**config.mk**
```make
export PLATFORM = sky130hd
export DESIGN_NAME = mem_arbiter
export DESIGN_NICKNAME = d
export VERILOG_FILES = /design/src/rtl/mem_arbiter_pkg.sv /design/src/rtl/mem_arb_rr.sv /design/src/rtl/mem_arbiter.sv
export SDC_FILE = /design/constraint.sdc
export NUM_CORES = 1
export LEC_CHECK = 0
export BUFFER_PORTS_ARGS = -buffer_cell sky130_fd_sc_hd__buf_2
export CELL_PAD_IN_SITES_DETAIL_PLACEMENT = 1
export CELL_PAD_IN_SITES_GLOBAL_PLACEMENT = 1
export CORE_MARGIN = 5
export CORE_UTILIZATION = 34
export CTS_CLUSTER_SIZE = 25
export DETAILED_ROUTE_END_ITERATION = 6
export PLACE_DENSITY = 0.95
export SYNTH_ARGS = -nofsm -noshare
export SYNTH_HDL_FRONTEND = slang
export SYNTH_HIERARCHICAL = 1
export SYNTH_SLANG_ARGS = --single-unit
```
**constraint.sdc**
```tcl
create_clock -name clk -period 4.4 [get_ports clk]
set_clock_uncertainty 0.2 [all_clocks]
set_input_delay 0.44 -clock clk [delete_from_list [all_inputs] [get_ports clk]]
set_output_delay 0.44 -clock clk [all_outputs]
set_load 0.05 [all_outputs]
```
**src/rtl/mem_arbiter_pkg.sv**
```systemverilog
// Shared definitions for the two-port unified memory arbiter.
package mem_arbiter_pkg;

  typedef enum logic [1:0] {
    IDLE   = 2'd0,
    ACCESS = 2'd1,
    RESP   = 2'd2
  } state_t;

  localparam logic PORT_CPU = 1'b0;
  localparam logic PORT_LD  = 1'b1;

  localparam int CNT_W    = 4;
  localparam int MAX_WAIT = 15;

endpackage

```
**src/rtl/mem_arb_rr.sv**
```systemverilog
// Two-way round-robin picker: a lone requester always wins, a tie goes to
// the port that was not served last.
module mem_arb_rr
  import mem_arbiter_pkg::*;
(
  input  logic [1:0] req,
  input  logic       last_gnt,
  output logic       gnt_valid,
  output logic       gnt_id
);

  // Pick the winning port from the eligible request vector.
  always_comb begin
    gnt_valid = |req;
    gnt_id    = PORT_CPU;
    case (req)
      2'b01:   gnt_id = PORT_CPU;
      2'b10:   gnt_id = PORT_LD;
      2'b11:   gnt_id = ~last_gnt;
      default: gnt_id = PORT_CPU;
    endcase
  end

endmodule

```
**src/rtl/mem_arbiter.sv**
```systemverilog
// Shares the single unified memory port between the multicycle core (port 0)
// and the program loader / debug master (port 1). One access in flight at a
// time: IDLE grant -> ACCESS (wait states) -> RESP (one-cycle ack).
module mem_arbiter
  import mem_arbiter_pkg::*;
#(
  parameter int ADDR_W      = 32,
  parameter int DATA_W      = 32,
  parameter int WAIT_CYCLES = 0
) (
  input  logic              clk,
  input  logic              reset,
  input  logic              cpu_req,
  input  logic              cpu_we,
  input  logic [ADDR_W-1:0] cpu_adr,
  input  logic [DATA_W-1:0] cpu_wdata,
  output logic [DATA_W-1:0] cpu_rdata,
  output logic              cpu_ack,
  output logic              cpu_stall,
  input  logic              ld_req,
  input  logic              ld_we,
  input  logic [ADDR_W-1:0] ld_adr,
  input  logic [DATA_W-1:0] ld_wdata,
  output logic [DATA_W-1:0] ld_rdata,
  output logic              ld_ack,
  input  logic              ld_hold,
  output logic [ADDR_W-1:0] mem_adr,
  output logic [DATA_W-1:0] mem_wdata,
  output logic              mem_we,
  input  logic [DATA_W-1:0] mem_rdata
);

  generate
    if (WAIT_CYCLES < 0 || WAIT_CYCLES > MAX_WAIT) begin : g_bad_wait
      $error("mem_arbiter: WAIT_CYCLES must be in 0..15");
    end
  endgenerate

  localparam logic [CNT_W-1:0] WAIT_INIT = CNT_W'(WAIT_CYCLES);

  state_t            state_r;
  logic [CNT_W-1:0]  cnt_r;
  logic              owner_r;
  logic              we_r;
  logic              last_gnt_r;

  logic [1:0]        elig_s;
  logic              gnt_valid_s;
  logic              gnt_id_s;
  logic [ADDR_W-1:0] sel_adr_s;
  logic [DATA_W-1:0] sel_wdata_s;
  logic              sel_we_s;

  // The loader hold only masks the core at grant time, never an access in flight.
  assign elig_s    = {ld_req, cpu_req & ~ld_hold};
  assign cpu_stall = cpu_req & ~cpu_ack;

  mem_arb_rr u_rr (
    .req       (elig_s),
    .last_gnt  (last_gnt_r),
    .gnt_valid (gnt_valid_s),
    .gnt_id    (gnt_id_s)
  );

  // Route the winning port's command towards the memory-side latches.
  always_comb begin
    sel_adr_s   = cpu_adr;
    sel_wdata_s = cpu_wdata;
    sel_we_s    = cpu_we;
    if (gnt_id_s == PORT_LD) begin
      sel_adr_s   = ld_adr;
      sel_wdata_s = ld_wdata;
      sel_we_s    = ld_we;
    end else begin
      sel_adr_s   = cpu_adr;
      sel_wdata_s = cpu_wdata;
      sel_we_s    = cpu_we;
    end
  end

  // Arbitration FSM, wait counter, command latch and registered ack/rdata demux.
  always_ff @(posedge clk) begin
    if (reset) begin
      state_r    <= IDLE;
      cnt_r      <= '0;
      owner_r    <= PORT_CPU;
      we_r       <= 1'b0;
      last_gnt_r <= PORT_LD;
      mem_adr    <= '0;
      mem_wdata  <= '0;
      mem_we     <= 1'b0;
      cpu_ack    <= 1'b0;
      ld_ack     <= 1'b0;
      cpu_rdata  <= '0;
      ld_rdata   <= '0;
    end else begin
      mem_we    <= 1'b0;
      cpu_ack   <= 1'b0;
      ld_ack    <= 1'b0;
      cpu_rdata <= '0;
      ld_rdata  <= '0;
      case (state_r)
        IDLE: begin
          if (gnt_valid_s) begin
            owner_r   <= gnt_id_s;
            we_r      <= sel_we_s;
            mem_adr   <= sel_adr_s;
            mem_wdata <= sel_wdata_s;
            cnt_r     <= WAIT_INIT;
            // The strobe lands in the last ACCESS cycle, which is the first one when there are no wait states.
            mem_we    <= sel_we_s & (WAIT_INIT == 4'd0);
            state_r   <= ACCESS;
          end else begin
            state_r <= IDLE;
          end
        end
        ACCESS: begin
          if (cnt_r != 4'd0) begin
            cnt_r  <= cnt_r - 4'd1;
            mem_we <= we_r & (cnt_r == 4'd1);
          end else begin
            cpu_ack <= (owner_r == PORT_CPU);
            ld_ack  <= (owner_r == PORT_LD);
            if (owner_r == PORT_LD) begin
              ld_rdata <= mem_rdata;
            end else begin
              cpu_rdata <= mem_rdata;
            end
            state_r <= RESP;
          end
        end
        RESP: begin
          last_gnt_r <= owner_r;
          state_r    <= IDLE;
        end
        default: begin
          state_r <= IDLE;
        end
      endcase
    end
  end

endmodule
```
==> impl_metrics.env <==
export IMPL_chipWidth_um=133
export IMPL_mostFrequentLayoutCell="buf_2"
export IMPL_grt_pass1_wl_mm=26.0
export IMPL_drt_antenna_violating_nets=0
export IMPL_finalPower_uw=3640
export IMPL_crit_type="reg -> reg"
export IMPL_syn_avg_cell_area_um2=10.6
export IMPL_drive_above_1_share_pct=43.8
export IMPL_nFillCells=1725
export IMPL_syn2layout_area_growth_pct=43.7
export IMPL_clock_latency_ns=0.41
export IMPL_p_clk_share_pct=42.2
export IMPL_reg2reg_from="cnt_r[0]"
export IMPL_worst_path_stages=5
export IMPL_yosys_warnings=6
export IMPL_final_cell_mix="298 x buf_2, 140 x dfxtp_1, 67 x a211oi_1"
export IMPL_seq_area_frac_synth_pct=54.8
export IMPL_finalCritPeriodShare_pct=55.3
export IMPL_clk_pin_slew_ns=0.06
export IMPL_worstPathCellList="inv_1 -> ha_1 -> or3b_1 -> nor3_4 -> and2_1"
export IMPL_reg2reg_slack_ns=1.97
export IMPL_ys_top_cells_by_area="dfxtp_1 55%, mux2i_1 13%, a211oi_1 9.8%, and2_1 7.8%, nor2_1 4.8%"
export IMPL_cts_path_max_buffers=2
export IMPL_cts_tree="built"
export IMPL_irDropWorstVdd_mv=0.265
export IMPL_period_minus_slack_ns=2.43
export IMPL_crit_path_max_fanout=33
export IMPL_critPathCaptureType="flip-flop"
export IMPL_intPower_uw=2520
export IMPL_h_tree_depth=4
export IMPL_cts_resized=0
export IMPL_critPathMaxStageDelay_ns=0.79
export IMPL_synthesis_nets=652
export IMPL_cts_root_buf="clkbuf_16"
export IMPL_switching_share_pct=30.6
export IMPL_place_hpwl_mm=12.9
export IMPL_crit_family="simple AND/OR/NAND/NOR gates"
export IMPL_rr_worst_depth=5
export IMPL_grt_pass1_vias=4833
export IMPL_synth_cell_types=30
export IMPL_syn_area_um2=5120
export IMPL_core_area_um2=14600
export IMPL_rsz0062_at_grt="no"
export IMPL_wl_per_cell_um=17.2
export IMPL_place_congestion=0.783
export IMPL_p_seq_share_pct=38.4
export IMPL_antenna_found_initial=0
export IMPL_finalHoldViolations=0
export IMPL_start_util_pct=34.9
export IMPL_power_frac_comb_pct=19.5
export IMPL_numCtsBuffers=17
export IMPL_fp_dieH_um=133
export IMPL_fin_nets=942
export IMPL_max_cap_violations=0
export IMPL_syn_inst=482
export IMPL_die_area_um2=17600
export IMPL_r2r_end="cpu_rdata[4]"
export IMPL_yosys_area_top_type_share_pct=54.8
export IMPL_cts_hold_buf=0
export IMPL_p_sw_uw=1120
export IMPL_numClockSinks=140
export IMPL_leakage_uw=0.00366
export IMPL_first_iter_violations=95
export IMPL_vias_per_cell=4.73
export IMPL_track_usage_pct=18.8
export IMPL_n_antenna_cell=0
export IMPL_finalMaxSlewViolations=0
export IMPL_worst_path_max_delay_cell="nor3_4"
export IMPL_min_from="mem_rdata[27]"
export IMPL_arrival_ns=2.57
export IMPL_ioPinCount=299
export IMPL_vias=4579
export IMPL_hold_class="in -> reg"
export IMPL_wl_mm=16.7
export IMPL_grt_overflow_total=0
export IMPL_drtPass1Iterations=4
export IMPL_start_kind="flip-flop"
export IMPL_maxSlewHeadroom_pct=37.6
export IMPL_path_buf_inv=1
export IMPL_grt_max_degree=74
export IMPL_setup_viol=0
export IMPL_worst_slew_pin_slew_ns=0.933
export IMPL_min_to="cpu_rdata[27]"
export IMPL_required_ns=4.54
export IMPL_portBuffers=298
export IMPL_fmax_mhz=411
export IMPL_min_path_cells=2
export IMPL_run_status="finished, final reports clean"
export IMPL_power_density_nw_per_um2=495
export IMPL_tns_ns=0
export IMPL_drc_errors=0
export IMPL_rows=44
export IMPL_ys_seq_elements=140
export IMPL_netlist_top_cell_by_area="dfxtp_1"
export IMPL_post_cts_buffers=0
[cell type report]
cell class,instances,area (um2),share of cell area [%]
clock inverter,14,205,2.79
sequential,140,2800,38.1
tap,184,230,3.13
clock buffer,18,429,5.84
timing repair buffer,307,1560,21.2
inverter,6,22.5,0.306
multi-input combinational,300,2100,28.6
[sequential cells by signal, summed over array words and instances, names as in the netlist]
register and flops:
cpu_ack 1, owner_r 1, mem_adr 32, cpu_rdata 32, cnt_r 4, ld_ack 1, we_r 1, mem_wdata 32
state_r 2, ld_rdata 32, mem_we 1, last_gnt_r 1
[cells in the mapped netlist (all sizes together)]
cell    instances
inv             6
nor3            2
nand3           2
and2           64
or3             2
mux2i          64
o211ai          2
o21ai           3
nor2           66
a211oi         67
dfxtp         140
clkbuf         13
or4             2
a21oi           5
o311ai          1
buf            23
mux2            1
nand2           4
nor2b           3
or2             1
a21boi          1
nor4bb          1
nor3b           2
nand2b          1
or3b            3
ha              3
[metrics by stage]
stage	setup WS, ns	std cells	util [%]	cell area (um2)	hold slack, ns
2_1_floorplan	2.53	482	-	5120	0.231
3_3_place_gp	1.85	937	45.9	6720	0.245
3_5_place_dp	1.76	937	45.9	6720	0.249
4_1_cts	1.90	969	50.2	7350	0.0167
5_1_grt	1.74	969	50.2	7350	0.0228
6_report	1.97	969	50.2	7350	0.0383
[how the worst max path moves through the flow]
stage                    endpoint  startpoint  slack (ns)
floorplan               cpu_stall     cpu_ack        2.53
global placement     mem_wdata[9]     cpu_req        1.85
detailed placement  mem_wdata[10]     cpu_req        1.76
CTS                 cpu_rdata[10]    cnt_r[0]        1.90
global route         cpu_rdata[4]    cnt_r[0]        1.74
finish               cpu_rdata[4]    cnt_r[0]        1.97
[layer usage]
layer / vias to the layer above / wire length, um / global-route usage (%)
met2: 212 / 8530 / 34.0
met4: 0 / 478 / 8.43
li1: 2259 / - / -
met3: 30 / 1410 / 6.45
met5: - / 0 / 0
met1: 2078 / 6280 / 19.5
[worst register-to-register path, stage by stage (launching register included)]
cell and delay, ns:
dfxtp_1 0.34, inv_1 0.11, ha_1 0.16, or3b_1 0.50, nor3_4 0.80, and2_1 0.26
[cell families (layout without fill, tap and decap cells)]
kind of cell    Yosys count  in the layout  share of synthesized area, %
flops                   140            140                          54.8
mux                      65             65                          12.7
compound gates           79             79                          11.2
buf+inv                  42            345                          4.48
fa+ha+maj                 3              3                         0.734
simple gates            153            153                          16.0
[power by group through the flow]
stage	Clock, uW	Sequential [uW]	Combinational (uW)
after global placement	0	1420	698
after global routing	1630	1410	757
final	1530	1400	709
after detailed placement	0	1420	715
after floorplan	0	1710	213
after CTS	1570	1400	717
Power figures use the tool's default switching activity.
